$ cat src/rtl/ramb16_s1_arbiter.sv
// ramb16_s1_arbiter: shares one 16K x 1 single-port block RAM
// between requesters A and B, plus a bulk-clear engine.
//
// Ports:
//   CLK, RST          clock, async active-high reset
//   REQ_x/WE_x/ADDR_x/DI_x  requester x (A or B); held until ACK_x
//   ACK_x             comb; request accepted this cycle
//   RVALID_x/RDATA_x  read data, valid one cycle after a read ACK
//   CLR_START/CLR_VAL start a sweep writing CLR_VAL everywhere
//   CLR_BUSY/CLR_DONE sweep in progress / one-cycle completion pulse
//   RAM_EN/WE/ADDR/DI/DO  block RAM pins
module ramb16_s1_arbiter #(
  parameter int ADDR_W    = 14,
  parameter bit FIXED_PRI = 1'b0
) (
  input  logic              CLK,
  input  logic              RST,
  input  logic              REQ_A,
  input  logic              WE_A,
  input  logic [ADDR_W-1:0] ADDR_A,
  input  logic              DI_A,
  output logic              ACK_A,
  output logic              RVALID_A,
  output logic              RDATA_A,
  input  logic              REQ_B,
  input  logic              WE_B,
  input  logic [ADDR_W-1:0] ADDR_B,
  input  logic              DI_B,
  output logic              ACK_B,
  output logic              RVALID_B,
  output logic              RDATA_B,
  input  logic              CLR_START,
  input  logic              CLR_VAL,
  output logic              CLR_BUSY,
  output logic              CLR_DONE,
  output logic              RAM_EN,
  output logic              RAM_WE,
  output logic [ADDR_W-1:0] RAM_ADDR,
  output logic              RAM_DI,
  input  logic              RAM_DO
);

  localparam logic [ADDR_W-1:0] LAST = '1;

  typedef enum logic {
    IDLE  = 1'b0,
    CLEAR = 1'b1
  } state_t;

  state_t            state;
  logic [ADDR_W-1:0] cnt;
  logic              last_b;
  logic              clr_val_q;

  logic idle;
  logic clearing;
  logic arb;
  logic a_wins;
  logic gnt_a;
  logic gnt_b;

  // Combinational outputs are forced low while RST is held,
  // so the reset gate is folded into the state qualifiers.
  always_comb begin
    idle     = (state == IDLE) && !RST;
    clearing = (state == CLEAR) && !RST;
    arb      = idle && !CLR_START;
    // A takes a tie when fixed priority is set or B won last.
    a_wins   = !REQ_B || FIXED_PRI || last_b;
    gnt_a    = arb && REQ_A && a_wins;
    gnt_b    = arb && REQ_B && !gnt_a;
  end

  assign ACK_A   = gnt_a;
  assign ACK_B   = gnt_b;
  assign RDATA_A = RAM_DO;
  assign RDATA_B = RAM_DO;

  always_comb begin
    RAM_EN   = 1'b0;
    RAM_WE   = 1'b0;
    RAM_ADDR = '0;
    RAM_DI   = 1'b0;
    unique case (1'b1)
      clearing: begin
        RAM_EN   = 1'b1;
        RAM_WE   = 1'b1;
        RAM_ADDR = cnt;
        RAM_DI   = clr_val_q;
      end
      gnt_a: begin
        RAM_EN   = 1'b1;
        RAM_WE   = WE_A;
        RAM_ADDR = ADDR_A;
        RAM_DI   = DI_A;
      end
      gnt_b: begin
        RAM_EN   = 1'b1;
        RAM_WE   = WE_B;
        RAM_ADDR = ADDR_B;
        RAM_DI   = DI_B;
      end
      default: ;
    endcase
  end

  always_ff @(posedge CLK or posedge RST) begin
    if (RST) begin
      state     <= IDLE;
      cnt       <= '0;
      last_b    <= 1'b1;
      clr_val_q <= 1'b0;
      CLR_BUSY  <= 1'b0;
      CLR_DONE  <= 1'b0;
      RVALID_A  <= 1'b0;
      RVALID_B  <= 1'b0;
    end else begin
      RVALID_A <= gnt_a && !WE_A;
      RVALID_B <= gnt_b && !WE_B;
      CLR_DONE <= 1'b0;
      if (gnt_a) begin
        last_b <= 1'b0;
      end else if (gnt_b) begin
        last_b <= 1'b1;
      end
      case (state)
        IDLE: begin
          if (CLR_START) begin
            state     <= CLEAR;
            cnt       <= '0;
            clr_val_q <= CLR_VAL;
            CLR_BUSY  <= 1'b1;
          end
        end
        CLEAR: begin
          // Counter wraps to zero on the final write.
          cnt <= cnt + 1'b1;
          if (cnt == LAST) begin
            state    <= IDLE;
            CLR_BUSY <= 1'b0;
            CLR_DONE <= 1'b1;
          end
        end
        default: state <= IDLE;
      endcase
    end
  end

endmodule

$ cat config.mk
export PLATFORM = sky130hd
export DESIGN_NAME = ramb16_s1_arbiter
export DESIGN_NICKNAME = d
export VERILOG_FILES = /design/src/rtl/ramb16_s1_arbiter.sv
export SDC_FILE = /design/constraint.sdc
export NUM_CORES = 1
export LEC_CHECK = 0
export CAP_MARGIN = 10
export CORE_ASPECT_RATIO = 0.5
export CORE_MARGIN = 2
export CORE_UTILIZATION = 37
export CTS_CLUSTER_SIZE = 20
export DETAILED_ROUTE_END_ITERATION = 16
export GPL_TIMING_DRIVEN = 0
export MAX_ROUTING_LAYER = met4
export PLACE_DENSITY = 0.85
export SYNTH_ARGS = -nofsm -noshare
export SYNTH_HDL_FRONTEND = slang
export SYNTH_SLANG_ARGS = --single-unit
$ cat constraint.sdc
create_clock -name CLK -period 2.2 [get_ports CLK]
set_input_delay 0.66 -clock CLK [delete_from_list [all_inputs] [get_ports CLK]]
set_output_delay 0.66 -clock CLK [all_outputs]
set_load 0.03 [all_outputs]
==> results summary <==
The run finished, with violations left. The checks that failed: negative setup slack. The most frequent cell after synthesis is sky130_fd_sc_hd__dfrtp_1. The number of synthesized flops with an enable pin is 0.

The arrival time reported for the critical path endpoint is 1820 ps. The leakage component of the power is 0.923 nW. The final setup TNS came out at -3640 ps. The total chip power is 1.41 mW. The ratio of routed vias to standard cells is 5.42.

The final layout contains 256 nets. After detailed placement, the total cell area comes to 2060 µm². Once the floorplan was initialized, standard cells occupied just under 40% of the core. The worst hold path begins at cnt[13]$_DFFE_PP0P_. The total buffers and inverters traversed by the critical path is 3. Among cell families on the critical path, the largest total delay comes from flip-flops. After detailed routing, the number of remaining DRC violations is 0.

The worst hold path terminates at cnt[13]$_DFFE_PP0P_. Traced cell by cell, the critical path runs through nand2_1, and3_4, buf_6, buf_8, a221o_2, buf_6. The total power per unit cell area is 632 nW/µm². The number of failing setup endpoints in the final timing report is 18. The number of levels the H-tree was split into is 1. The post-layout worst setup margin is -284 ps. Yosys attributes the largest share of cell area to sky130_fd_sc_hd__dfrtp_1, sky130_fd_sc_hd__a221o_1, sky130_fd_sc_hd__and2_1. The number of pins exceeding their max-slew limit in the final report is 0. The CTS clock-pin slew for the worst setup and hold paths is 80 ps. The die height is about 46 µm. The required time of the critical path came out at 1540 ps.

The final design area excluding fillers came out at 2230 µm². The largest driver fanout on the critical path came out at 6. The growth of design area from synthesis to finish came out at 67.5%. The latest clock arrival within the worst-skew pair came out at 260 ps. The post-synthesis sequential area ratio came out at roughly two fifths. The number of I/O pins is between 60 and 70. The beginning of the worst register-to-register path is state$_DFF_PP0_. The worst setup path is captured at an output port. The number of buffers between clock root and the deepest sink is 2. The vias after detailed routing came out at approximately 1400.

The most used cell along the critical path is sky130_fd_sc_hd__buf_6. When the netlist entered floorplanning its net count stood at 183. In the synthesized netlist, the number of instances is 143. The post-detailed-routing wire length came out at 4320 µm. The final global-route overflow total came out at 0. The worst IR drop on VDD is about 0.28 mV. The largest single stage delay on the critical path is 550 ps. The share of the core filled with cells in the final layout came out at 65.0%. The number of iterations in the first detailed-routing pass is 4.

The number of input and output port buffers inserted came out at between 60 and 70. Setup repair after global routing could not meet its margin everywhere. The post-place setup slack is -1240 ps. The portion of synthesized cell area occupied by the leading cell type is a little under two fifths. In this run the critical register-to-register path is captured at cnt[6]$_DFFE_PP0P_. The register-to-register setup slack is approximately 480 ps.

The hold violation total from the final report was 0. The fraction of registers with async set/reset is 100%. The number of different library cells used by synthesis comes to 35. The cell taking the most area after synthesis is sky130_fd_sc_hd__dfrtp_1.

Across every metal layer, demand over resource in global routing totals a little over a fifth. The number of cells traversed by the worst hold path came out at 1. The wire length of the first global-routing pass is 6250 µm. In this run the remaining antenna-violating nets after routing total 0. The critical path in this run is classified as reg -> out.

The final HPWL from detailed placement came out at 2960 µm. The area enclosed by the die boundary is 4130 µm². The via count of the first global-routing pass is 1337.

The count of antenna diodes in the layout is 0. The detailed router finished its first iteration with 107 violations. Dividing the final minimum period by the clock period gives 113%. The time the final worst path needs with I/O delays and setup came out at between 2000 and 2500 ps. The combined area of all synthesized cells came out at between 1000 and 1500 µm².

The final instance count without filler cells is 266. The number of antenna violations at the first check in global routing is 0. The clock tree skew after final layout is 2.43 ps.

The synthesized area divided by synthesized cell count came out at 9.32 µm². For the pin with the worst max-slew slack, the measured transition is 792 ps. The number of register bits inferred by synthesis is 21. The clock tree from TritonCTS is yes. By count the netlist is led by sky130_fd_sc_hd__dfrtp_1, sky130_fd_sc_hd__a221o_1, sky130_fd_sc_hd__nand2_1, sky130_fd_sc_hd__and2_1. Entering global routing, the biggest net connects 22 pins.

The die boundary width is 88.9 µm. The number of hold buffers added after cts is 0. The count of max-cap constraint violations came out at 0.

The global placement routability congestion came out at 0.883. The initialized floorplan defines 15 standard-cell rows. The core footprint is 3430 µm².

The class of the worst hold path is reg -> reg. The worst-path cell with the longest stage delay is sky130_fd_sc_hd__dfstp_2. The root buffer cell chosen for the clock tree is sky130_fd_sc_hd__clkbuf_8.

The number of clock sinks is 21. In this run, placement finished with an instance count of about 260. The prevailing post-synth register cell is sky130_fd_sc_hd__dfrtp_1. The worst hold slack after final layout is 499 ps. The worst slew margin relative to its limit came out at 47.1%. The post-detailed-route wirelength per cell came out at 16.2 µm. STA classifies the critical path startpoint as a register. For this run, the number of Yosys warnings is 0. The number of fill cells in the layout came out at about 270.

The number of cells on the worst reg-to-reg path is 5. The share of layout cells above drive strength 1 came out at 33.5%. The total clock buffers created by CTS is 3.

The maximum clock rate came out at 403 MHz.
## worst register-to-register path: cells and delay by family (launching register included)
family / cells / cell delay [ps]
compound gates: 1 / 120
buf+inv: 3 / 530
flops: 1 / 420
simple gates: 1 / 510
## layout by cell type, fill, tap and decap left out, drive strengths merged, types with 3 or more instances in the layout
| master | count |
|---|---|
| a221o | 16 |
| and2 | 12 |
| buf | 38 |
| clkbuf | 8 |
| clkdlybuf4s50 | 39 |
| dfrtp | 20 |
| inv | 5 |
| mux2i | 6 |
| nand2 | 16 |
| nand3 | 5 |
| nand4 | 6 |
| nor2 | 3 |
| nor2b | 3 |
| nor3 | 7 |
| nor4 | 3 |
| o211ai | 3 |
| o21ai | 4 |
## kinds of logic (layout without fill, tap and decap cells)
logic type | count (synthesis) | in the layout | synth area share [%]
AND/OR/NAND/NOR | 61 | 61 | 25.0
AO/OA/AOI/OAI | 32 | 32 | 19.8
flip-flops | 21 | 21 | 39.5
buffers and inverters | 19 | 91 | 8.07
multiplexers | 7 | 7 | 5.35
XOR/XNOR | 2 | 2 | 1.31
adder cells (fa/ha/maj) | 1 | 1 | 0.939
## area by class of cell
class	count	area, µm²	area share [%]
Multi-Input combinational cell	103	752	33.7
Timing Repair Buffer	69	694	31.1
Sequential cell	21	528	23.7
Buffer	12	123	5.49
Tap cell	51	63.8	2.86
Clock buffer	4	45.0	2.02
Inverter	6	26.3	1.18
## registers in the layout (all words and copies together) (netlist names)
register	flops
CLR_BUSY	1
last_b	1
CLR_DONE	1
RVALID_A	1
clr_val_q	1
RVALID_B	1
state	1
cnt	14
## timing repair
| action | CTS | global route |
|---|---|---|
| gates resized for setup | 146 | 11 |
| gates cloned | 2 | 1 |
| setup endpoints to repair | 19 | 19 |
| buffers inserted | 4 | 1 |
| pin swaps | 4 | 6 |
## per-layer routing
metal,GRT usage [%],vias up,wire length (µm)
met2,35.1,61,2080
met3,4.30,10,260
met5,-,-,0
met1,27.0,691,1880
li1,-,681,-
met4,5.15,0,103
## worst max path at each step
stage	from	end	depth (start not counted)
floorplan	CLR_START	RAM_ADDR[10]	6
global placement	RST	RAM_ADDR[9]	6
detailed placement	RST	RAM_ADDR[9]	6
CTS	last_b$_DFFE_PP1P_	RAM_ADDR[8]	6
global route	last_b$_DFFE_PP1P_	RAM_ADDR[10]	6
finish	last_b$_DFFE_PP1P_	RAM_ADDR[10]	6
## power by group
| group | internal (mW) | total (mW) | switching (mW) | leakage, nW |
|---|---|---|---|---|
| clock | 0.129 | 0.255 | 0.125 | 0.0228 |
| combinational | 0.287 | 0.600 | 0.313 | 0.638 |
| sequential | 0.461 | 0.556 | 0.0953 | 0.262 |
| total | 0.877 | 1.41 | 0.533 | 0.923 |
Power figures use the tool's default switching activity.
